<file path="config.mk">
export PLATFORM = sky130hd
export DESIGN_NAME = pwm_duty_meter_flat
export DESIGN_NICKNAME = d
export VERILOG_FILES = /design/src/rtl/pwm_duty_meter_pkg.sv /design/src/rtl/pwm_duty_meter_if.sv /design/src/rtl/pwm_in_sync.sv /design/src/rtl/pwm_duty_meter.sv /design/src/flat_wrapper.sv
export SDC_FILE = /design/constraint.sdc
export NUM_CORES = 1
export LEC_CHECK = 0
export BUFFER_PORTS_ARGS = -buffer_cell sky130_fd_sc_hd__clkbuf_2
export CAP_MARGIN = 20
export CORE_ASPECT_RATIO = 1.1
export CORE_UTILIZATION = 53
export DETAILED_ROUTE_END_ITERATION = 12
export GPL_TIMING_DRIVEN = 0
export PLACE_DENSITY = 0.8
export REMOVE_ABC_BUFFERS = 1
export SETUP_SLACK_MARGIN = 0.4
export SYNTH_ARGS = -nofsm -noshare
export SYNTH_HDL_FRONTEND = slang
export SYNTH_SLANG_ARGS = --single-unit
</file>
<file path="constraint.sdc">
create_clock -name clk -period 2.1 [get_ports clk]
set_input_delay 0.21 -clock clk [delete_from_list [all_inputs] [get_ports clk]]
set_output_delay 0.21 -clock clk [all_outputs]
set_load 0.005 [all_outputs]
</file>
<file path="src/rtl/pwm_duty_meter_pkg.sv">
// Shared definitions for the PWM duty meter: FSM state encodings and default sizing.
// PWM_METER_FILTER_EN adds the glitch-filter length default.
package pwm_duty_meter_pkg;

    typedef enum logic [1:0] {
        ST_SYNC = 2'd0,
        ST_HIGH = 2'd1,
        ST_LOW  = 2'd2
    } meter_state_e;

    localparam int DEF_CNT_W   = 32;
    localparam int DEF_TIMEOUT = 1000000;

`ifdef PWM_METER_FILTER_EN
    localparam int DEF_FILT_LEN = 4;
`endif

endpackage

</file>
<file path="src/rtl/pwm_duty_meter_if.sv">
// Measurement interface: the sampled PWM input plus the per-period results and stuck status.
// The meter drives through the master modport; readback/status logic uses slave.
interface pwm_duty_meter_if
    import pwm_duty_meter_pkg::*;
#(
    parameter int CNT_W = DEF_CNT_W
) ();

    logic             pwm_in;
    logic [CNT_W-1:0] high_cnt;
    logic [CNT_W-1:0] period_cnt;
    logic             meas_valid;
    logic             stuck;
    logic             stuck_level;

    modport master (
        input  pwm_in,
        output high_cnt,
        output period_cnt,
        output meas_valid,
        output stuck,
        output stuck_level
    );

    modport slave (
        output pwm_in,
        input  high_cnt,
        input  period_cnt,
        input  meas_valid,
        input  stuck,
        input  stuck_level
    );

endinterface

</file>
<file path="src/rtl/pwm_in_sync.sv">
// 2-FF synchronizer for the asynchronous PWM input with rise/fall detection.
// With PWM_METER_FILTER_EN a stability filter of FILT_LEN cycles sits after the synchronizer.
module pwm_in_sync
    import pwm_duty_meter_pkg::*;
`ifdef PWM_METER_FILTER_EN
#(
    parameter int FILT_LEN = DEF_FILT_LEN
)
`endif
(
    input  logic clk,
    input  logic rst,
    input  logic pwm_in,
    output logic level,
    output logic rise,
    output logic fall
);

    logic sync1_q, sync1_d;
    logic sync2_q, sync2_d;
    logic s_dly_q, s_dly_d;
    logic s;

`ifdef PWM_METER_FILTER_EN
    localparam int FC_W = (FILT_LEN > 1) ? $clog2(FILT_LEN) : 1;

    logic            filt_q, filt_d;
    logic [FC_W-1:0] stab_q, stab_d;

    // The filtered level follows the raw level only after FILT_LEN consecutive disagreeing cycles.
    always_comb begin
        filt_d = filt_q;
        stab_d = '0;
        if (sync2_q != filt_q) begin
            if (stab_q == FC_W'(FILT_LEN - 1)) begin
                filt_d = sync2_q;
            end else begin
                stab_d = stab_q + FC_W'(1);
            end
        end
    end

    always_ff @(posedge clk) begin
        if (rst) begin
            filt_q <= 1'b0;
            stab_q <= '0;
        end else begin
            filt_q <= filt_d;
            stab_q <= stab_d;
        end
    end

    assign s = filt_q;
`else
    assign s = sync2_q;
`endif

    always_comb begin
        sync1_d = pwm_in;
        sync2_d = sync1_q;
        s_dly_d = s;
    end

    always_ff @(posedge clk) begin
        if (rst) begin
            sync1_q <= 1'b0;
            sync2_q <= 1'b0;
            s_dly_q <= 1'b0;
        end else begin
            sync1_q <= sync1_d;
            sync2_q <= sync2_d;
            s_dly_q <= s_dly_d;
        end
    end

    assign level = s;
    assign rise  = s & ~s_dly_q;
    assign fall  = ~s & s_dly_q;

endmodule

</file>
<file path="src/rtl/pwm_duty_meter.sv">
// Measures high time and period of an external PWM train in clk cycles, one report per period,
// with a no-edge timeout. PWM_METER_FILTER_EN enables the input glitch filter (FILT_LEN).
//
// state | meaning
// SYNC  | no reference rise yet (after reset or timeout); waiting for a rise
// HIGH  | inside the high phase; period and high counters running
// LOW   | inside the low phase; period counter running, next rise closes the period
module pwm_duty_meter
    import pwm_duty_meter_pkg::*;
#(
    parameter int CNT_W   = DEF_CNT_W,
    parameter int TIMEOUT = DEF_TIMEOUT
`ifdef PWM_METER_FILTER_EN
    ,
    parameter int FILT_LEN = DEF_FILT_LEN
`endif
) (
    input  logic             clk,
    input  logic             rst,
    pwm_duty_meter_if.master meas_if
);

    localparam int                IDLE_W    = $clog2(TIMEOUT);
    localparam logic [CNT_W-1:0]  CNT_MAX   = '1;
    localparam logic [IDLE_W-1:0] IDLE_LAST = IDLE_W'(TIMEOUT - 1);

    function automatic logic [CNT_W-1:0] sat_inc(input logic [CNT_W-1:0] v);
        return (v == CNT_MAX) ? v : v + CNT_W'(1);
    endfunction

    logic s_level, s_rise, s_fall, s_edge;

`ifdef PWM_METER_FILTER_EN
    pwm_in_sync #(.FILT_LEN(FILT_LEN)) u_sync (
`else
    pwm_in_sync u_sync (
`endif
        .clk    (clk),
        .rst    (rst),
        .pwm_in (meas_if.pwm_in),
        .level  (s_level),
        .rise   (s_rise),
        .fall   (s_fall)
    );

    assign s_edge = s_rise | s_fall;

    meter_state_e      state_q, state_d;
    logic [CNT_W-1:0]  per_ctr_q, per_ctr_d;
    logic [CNT_W-1:0]  hi_ctr_q, hi_ctr_d;
    logic [IDLE_W-1:0] idle_ctr_q, idle_ctr_d;
    logic              armed_q, armed_d;
    logic [CNT_W-1:0]  high_cnt_q, high_cnt_d;
    logic [CNT_W-1:0]  period_cnt_q, period_cnt_d;
    logic              meas_valid_q, meas_valid_d;
    logic              stuck_q, stuck_d;
    logic              stuck_level_q, stuck_level_d;

    always_comb begin
        state_d       = state_q;
        per_ctr_d     = per_ctr_q;
        hi_ctr_d      = hi_ctr_q;
        idle_ctr_d    = idle_ctr_q;
        armed_d       = armed_q;
        high_cnt_d    = high_cnt_q;
        period_cnt_d  = period_cnt_q;
        meas_valid_d  = 1'b0;
        stuck_d       = stuck_q;
        stuck_level_d = stuck_level_q;

        case (state_q)
            ST_SYNC: begin
                if (s_rise) begin
                    state_d   = ST_HIGH;
                    per_ctr_d = CNT_W'(1);
                    hi_ctr_d  = CNT_W'(1);
                end
            end
            ST_HIGH: begin
                per_ctr_d = sat_inc(per_ctr_q);
                if (s_fall) begin
                    state_d = ST_LOW;
                end else begin
                    hi_ctr_d = sat_inc(hi_ctr_q);
                end
            end
            ST_LOW: begin
                if (s_rise) begin
                    period_cnt_d = per_ctr_q;
                    high_cnt_d   = hi_ctr_q;
                    meas_valid_d = 1'b1;
                    stuck_d      = 1'b0;
                    state_d      = ST_HIGH;
                    per_ctr_d    = CNT_W'(1);
                    hi_ctr_d     = CNT_W'(1);
                end else begin
                    per_ctr_d = sat_inc(per_ctr_q);
                end
            end
            default: begin
                state_d   = ST_SYNC;
                per_ctr_d = '0;
                hi_ctr_d  = '0;
            end
        endcase

        // An edge always beats the timeout; after firing, the timer waits for the next edge.
        if (s_edge) begin
            idle_ctr_d = '0;
            armed_d    = 1'b1;
        end else if (armed_q) begin
            if (idle_ctr_q == IDLE_LAST) begin
                stuck_d       = 1'b1;
                stuck_level_d = s_level;
                armed_d       = 1'b0;
                idle_ctr_d    = '0;
                state_d       = ST_SYNC;
                per_ctr_d     = '0;
                hi_ctr_d      = '0;
            end else begin
                idle_ctr_d = idle_ctr_q + IDLE_W'(1);
            end
        end
    end

    always_ff @(posedge clk) begin
        if (rst) begin
            state_q       <= ST_SYNC;
            per_ctr_q     <= '0;
            hi_ctr_q      <= '0;
            idle_ctr_q    <= '0;
            armed_q       <= 1'b1;
            high_cnt_q    <= '0;
            period_cnt_q  <= '0;
            meas_valid_q  <= 1'b0;
            stuck_q       <= 1'b0;
            stuck_level_q <= 1'b0;
        end else begin
            state_q       <= state_d;
            per_ctr_q     <= per_ctr_d;
            hi_ctr_q      <= hi_ctr_d;
            idle_ctr_q    <= idle_ctr_d;
            armed_q       <= armed_d;
            high_cnt_q    <= high_cnt_d;
            period_cnt_q  <= period_cnt_d;
            meas_valid_q  <= meas_valid_d;
            stuck_q       <= stuck_d;
            stuck_level_q <= stuck_level_d;
        end
    end

    assign meas_if.high_cnt    = high_cnt_q;
    assign meas_if.period_cnt  = period_cnt_q;
    assign meas_if.meas_valid  = meas_valid_q;
    assign meas_if.stuck       = stuck_q;
    assign meas_if.stuck_level = stuck_level_q;

endmodule
</file>
<file path="src/flat_wrapper.sv">
// flat-port wrapper written by rule: the top's interface ports become plain ports
module pwm_duty_meter_flat import pwm_duty_meter_pkg::*;
#(
    parameter int CNT_W   = DEF_CNT_W,
    parameter int TIMEOUT = DEF_TIMEOUT

)
  (clk, rst, meas_if_pwm_in, meas_if_high_cnt, meas_if_period_cnt, meas_if_meas_valid, meas_if_stuck, meas_if_stuck_level);
  pwm_duty_meter_if #(.CNT_W(CNT_W)) meas_if_i ();
  input  logic clk;
  input  logic rst;
  input wire logic [$bits(meas_if_i.pwm_in)-1:0] meas_if_pwm_in;
  output wire logic [$bits(meas_if_i.high_cnt)-1:0] meas_if_high_cnt;
  output wire logic [$bits(meas_if_i.period_cnt)-1:0] meas_if_period_cnt;
  output wire logic [$bits(meas_if_i.meas_valid)-1:0] meas_if_meas_valid;
  output wire logic [$bits(meas_if_i.stuck)-1:0] meas_if_stuck;
  output wire logic [$bits(meas_if_i.stuck_level)-1:0] meas_if_stuck_level;
  assign meas_if_i.pwm_in = meas_if_pwm_in;
  assign meas_if_high_cnt = meas_if_i.high_cnt;
  assign meas_if_period_cnt = meas_if_i.period_cnt;
  assign meas_if_meas_valid = meas_if_i.meas_valid;
  assign meas_if_stuck = meas_if_i.stuck;
  assign meas_if_stuck_level = meas_if_i.stuck_level;
  pwm_duty_meter #(.CNT_W(CNT_W), .TIMEOUT(TIMEOUT)) u_core (.clk(clk), .rst(rst), .meas_if(meas_if_i));
endmodule
</file>
==> results.cfg, run 1 <==
[yosys]
netlist_area_sq_um = 7306
synth_ff_type = dfxtp_1
seq_area_frac_synth_pct = 43.02
synth_top_cells_by_area = dfxtp_1, nand2_1, a21oi_1, nor2_1, o21ai_0
ys_ff_latch = 157
async_flop_share_pct = 0
synth_edf_count = 0
synth_common_cells = nand2_1, dfxtp_1, a21oi_1
synthMostInstantiatedCell = nand2_1
synth.avg_cell_area_sq_um = 7.864
ys_types = 70
synth_largest_area_cell = dfxtp_1
netlist_instances = 929
yosys_warnings = 0
synth.top_cell.area_share_pct = 43.02

[clock_tree]
cts_made_buffers = 17
clockBufferDepth = 2
cts-htree-levels = 4
root_buffer = clkbuf_16
cts_sinks = 157

[floorplan]
die_h_um = 125.1
initial_utilization_pct = 54.84
num_rows = 44
io_pins = 70
die_x_um = 113.9

[placed_design]
gp_congestion = 0.8517
dp_cells = 1122
dpl_cell_area_sq_um = 7657
portBuffers = 69
dp_hpwl_mm = 10.93

[global_routing]
grt_max_degree = 76
grt_usage_pct = 74.10
grt_overflow_total = 2

[run_status]
status = did not finish
haltStage = 5_1_grt
firstError = [ERROR GRT-0232] Routing congestion too high. Check the congestion heatmap in the GUI.

[timing]
worstEndpointType = register data pin
worstEndpointGrtRepair = u_core.hi_ctr_q[21]$_SDFF_PP0_/D
## repair_timing
item | 4_1_cts
endpoints found under the hold margin | 1
pin swaps | 96
setup endpoints to repair | 151
cloned | 9
gates resized for setup | 303
hold buffers | 1
buffers inserted | 113
## routing by layer
| layer | GRT overflow | GRT usage (%) |
|---|---|---|
| met3 | 0 | 57.20 |
| met1 | 0 | 78.56 |
| met4 | 2 | 68.14 |
| met5 | 0 | 22.81 |
| met2 | 0 | 89.34 |
## metrics by stage
| stage | utilization, % | setup WS, ps |
|---|---|---|
| after floorplan | - | -196.9 |
| after global placement | 56.99 | -1148 |
| after detailed placement | 57.48 | -1139 |
| after CTS | 76.40 | -90.40 |
## cells by family after synthesis
logic type | Yosys count | synth area share (%)
AND/OR/NAND/NOR | 436 | 29.65
flip-flops | 157 | 43.02
adder cells (fa/ha/maj) | 5 | 0.8563
multiplexers | 2 | 0.2911
AO/OA/AOI/OAI | 243 | 20.02
buffers and inverters | 71 | 4.367
XOR/XNOR | 15 | 1.798
==> inputs of run 2 (changes only) <==
CORE_ASPECT_RATIO = unset   (was 1.1)
CORE_UTILIZATION = 40   (was 53)
PLACE_DENSITY = unset   (was 0.8)
PLACE_DENSITY_LB_ADDON = 0.15   (was unset)
SETUP_SLACK_MARGIN = unset   (was 0.4)
clock period = 2.7 ns   (was 2.1 ns; I/O delays follow)
==> run 2 against run 1 <==
  * The run now ends clean
  * Synthesized cell count stayed put
  * Area after synthesis unchanged
==> results.cfg, run 2 <==
[run_status]
status = finished, final reports clean

[yosys]
netlist_area_sq_um = 7306
async_flop_share_pct = 0
ys_types = 70
seq_area_frac_synth_pct = 43.02
synthMostInstantiatedCell = nand2_1
yosys_warnings = 0
netlist_instances = 929
synth_top_cells_by_area = dfxtp_1, nand2_1, a21oi_1, nor2_1, o21ai_0
synth_common_cells = nand2_1, dfxtp_1, a21oi_1
synth.avg_cell_area_sq_um = 7.864
synth.top_cell.area_share_pct = 43.02
synth_largest_area_cell = dfxtp_1
synth_edf_count = 0
synth_ff_type = dfxtp_1
ys_ff_latch = 157

[clock_tree]
cts_sinks = 157
clockBufferDepth = 2
cts_made_buffers = 17
insertion_delay_ps = 420
hold_buffers = 0
cts_tree = yes
root_buffer = clkbuf_16
cts-htree-levels = 4
clk_pin_slew_ps = 70

[pwr]
p_seq_share_pct = 43.2
peakVddDrop_uv = 435.2
p_int_uw = 4295
combPwrFrac_pct = 2.9
power.leakage_uw = 0.002940
netSwitchingPower_uw = 1117
pwr-share-clk_pct = 53.9
power_density_nw_per_um2 = 635.6
sw_frac_of_total_pct = 20.64

[timing]
skew_ps = 8.896
fin_crit_sh_pct = 93.36
tightestPinTransition_ps = 1148
slew_headroom_pct = 23.44
totalNegativeSetupSlack_ps = 0
whs_ps = 63.28
finalSetupViolations = 0
rsz0062_at_grt = no
worst_slack_ps = 179.3
slew_viol_final = 0
period_minus_slack_ps = 2521
hold_viol_final = 0
clock.fmax_mhz = 396.7

[floorplan]
num_rows = 49
initial_utilization_pct = 40.81
io_pins = 70
die_h_um = 137.1
die_x_um = 137.1
die_area_sq_um = 18810
core-area_sq_um = 17900

[placed_design]
gp_congestion = 0.7655
portBuffers = 69
dp_hpwl_mm = 11.95
dpl_cell_area_sq_um = 7736
dp_slack_ps = -628.6

[flow_run]
cap_viol_max_count = 0

[setup_path]
crit_path_start_kind = flop
r2r-start = u_core.u_sync.level$_SDFF_PP0_
crit_required_ps = 3050
reg2reg_slack_ps = 180
worstPathArrival_ps = 2870
criticalPathCategory = flop to flop
r2r-end = u_core.hi_ctr_q[21]$_SDFF_PP0_
reg2reg_depth = 8
crit_fanout = 21
crit_path_end_kind = flop

[min_path]
whs_path_depth = 2
min_from = meas_if_pwm_in
hold_class = input port to flop
worstHoldEndpoint = u_core.u_sync.sync1_q$_SDFF_PP0_

[cells_and_area]
final_common_cell = nand2_1
final_area_sq_um = 8516
nets = 972
num_antenna_cells = 0
drive_gt1_share_pct = 14.64
area_growth_syn_to_layout_pct = 16.56
layout_common_cells = nand2_1, dfxtp_1, a21oi_1
nFillCells = 1783

[routing]
wl_mm = 17.98
firstDrtPassIters = 5
drt_iter0_drc = 355
drc = 0
drtAntennaViolNets = 0
vias = 6657
routed_via_density = 5.520
wire_per_inst_um = 14.91

[global_routing]
antenna_found_initial = 0
grt_max_degree = 76
grt_overflow_total = 0
grt_usage_pct = 20.17
grt_pass1_wl_mm = 30.02
grt_pass1_vias = 5840
run 2: cells by family after synthesis:
kind of cell	Yosys count	synth area share, %
adder cells (fa/ha/maj)	5	0.8563
multiplexers	2	0.2911
XOR/XNOR	15	1.798
buffers and inverters	71	4.367
flip-flops	157	43.02
AO/OA/AOI/OAI	243	20.02
AND/OR/NAND/NOR	436	29.65
run 2: cell type report:
type	instances	area, sq um	area share (%)
sequential	157	3143	36.91
multi-input combinational	701	3882	45.59
inverter	8	30.03	0.3526
timing repair buffer	79	455.4	5.348
clock buffer	18	429.2	5.040
tap	229	286.5	3.365
clock inverter	14	289.0	3.394
run 2: stage by stage:
stage          std cells  power, uW  util [%]
5_1_grt             1206       5580     47.57
4_1_cts             1202       5477     47.30
3_5_place_dp        1170       2544     43.21
3_3_place_gp        1164       2536     42.72
2_1_floorplan        866       2474         -
6_report            1206       5413     47.57
run 2: worst max-delay path: stages (launching register included):
cell      delay (ps)
dfxtp_1          330
inv_1             80
ha_1             280
nand4b_1         220
or4_4            450
a31oi_4          510
nand3_1          130
or3_1            320
a21oi_1          130
run 2: how the worst max path moves through the flow:
stage	from	to	slack, ps
after global placement	u_core.state_q[0]$_SDFF_PP0_	u_core.per_ctr_q[22]$_SDFF_PP0_	-750
after global routing	u_core.u_sync.s_dly_q$_SDFF_PP0_	u_core.per_ctr_q[5]$_SDFF_PP0_	2
after floorplan	u_core.u_sync.s_dly_q$_SDFF_PP0_	u_core.per_ctr_q[21]$_SDFF_PP0_	400
after CTS	u_core.state_q[0]$_SDFF_PP0_	u_core.per_ctr_q[23]$_SDFF_PP0_	10
final	u_core.u_sync.level$_SDFF_PP0_	u_core.hi_ctr_q[21]$_SDFF_PP0_	180
after detailed placement	u_core.u_sync.s_dly_q$_SDFF_PP0_	u_core.per_ctr_q[22]$_SDFF_PP0_	-630
run 2: power groups by stage:
stage / registers (uW) / logic (uW) / clock network (uW)
2_1_floorplan: 2390 / 87.8 / 0
3_3_place_gp: 2390 / 146 / 0
3_5_place_dp: 2390 / 154 / 0
4_1_cts: 2340 / 157 / 2980
5_1_grt: 2340 / 177 / 3060
6_report: 2340 / 157 / 2920
run 2: layer usage:
layer	up-vias	global-route usage (%)	wire (um)
met5	-	0	0
met4	0	6.349	189
met3	14	3.963	587
met2	111	29.35	7701
met1	3144	29.54	9500
li1	3388	-	-
run 2: repair_timing:
item                       4_1_cts  5_1_grt
setup endpoints to repair       41       48
gates cloned                     0        0
pin swaps                        0        2
gates resized for setup          3        5
setup buffers                    0        4
(Power assumes the default switching activity.)
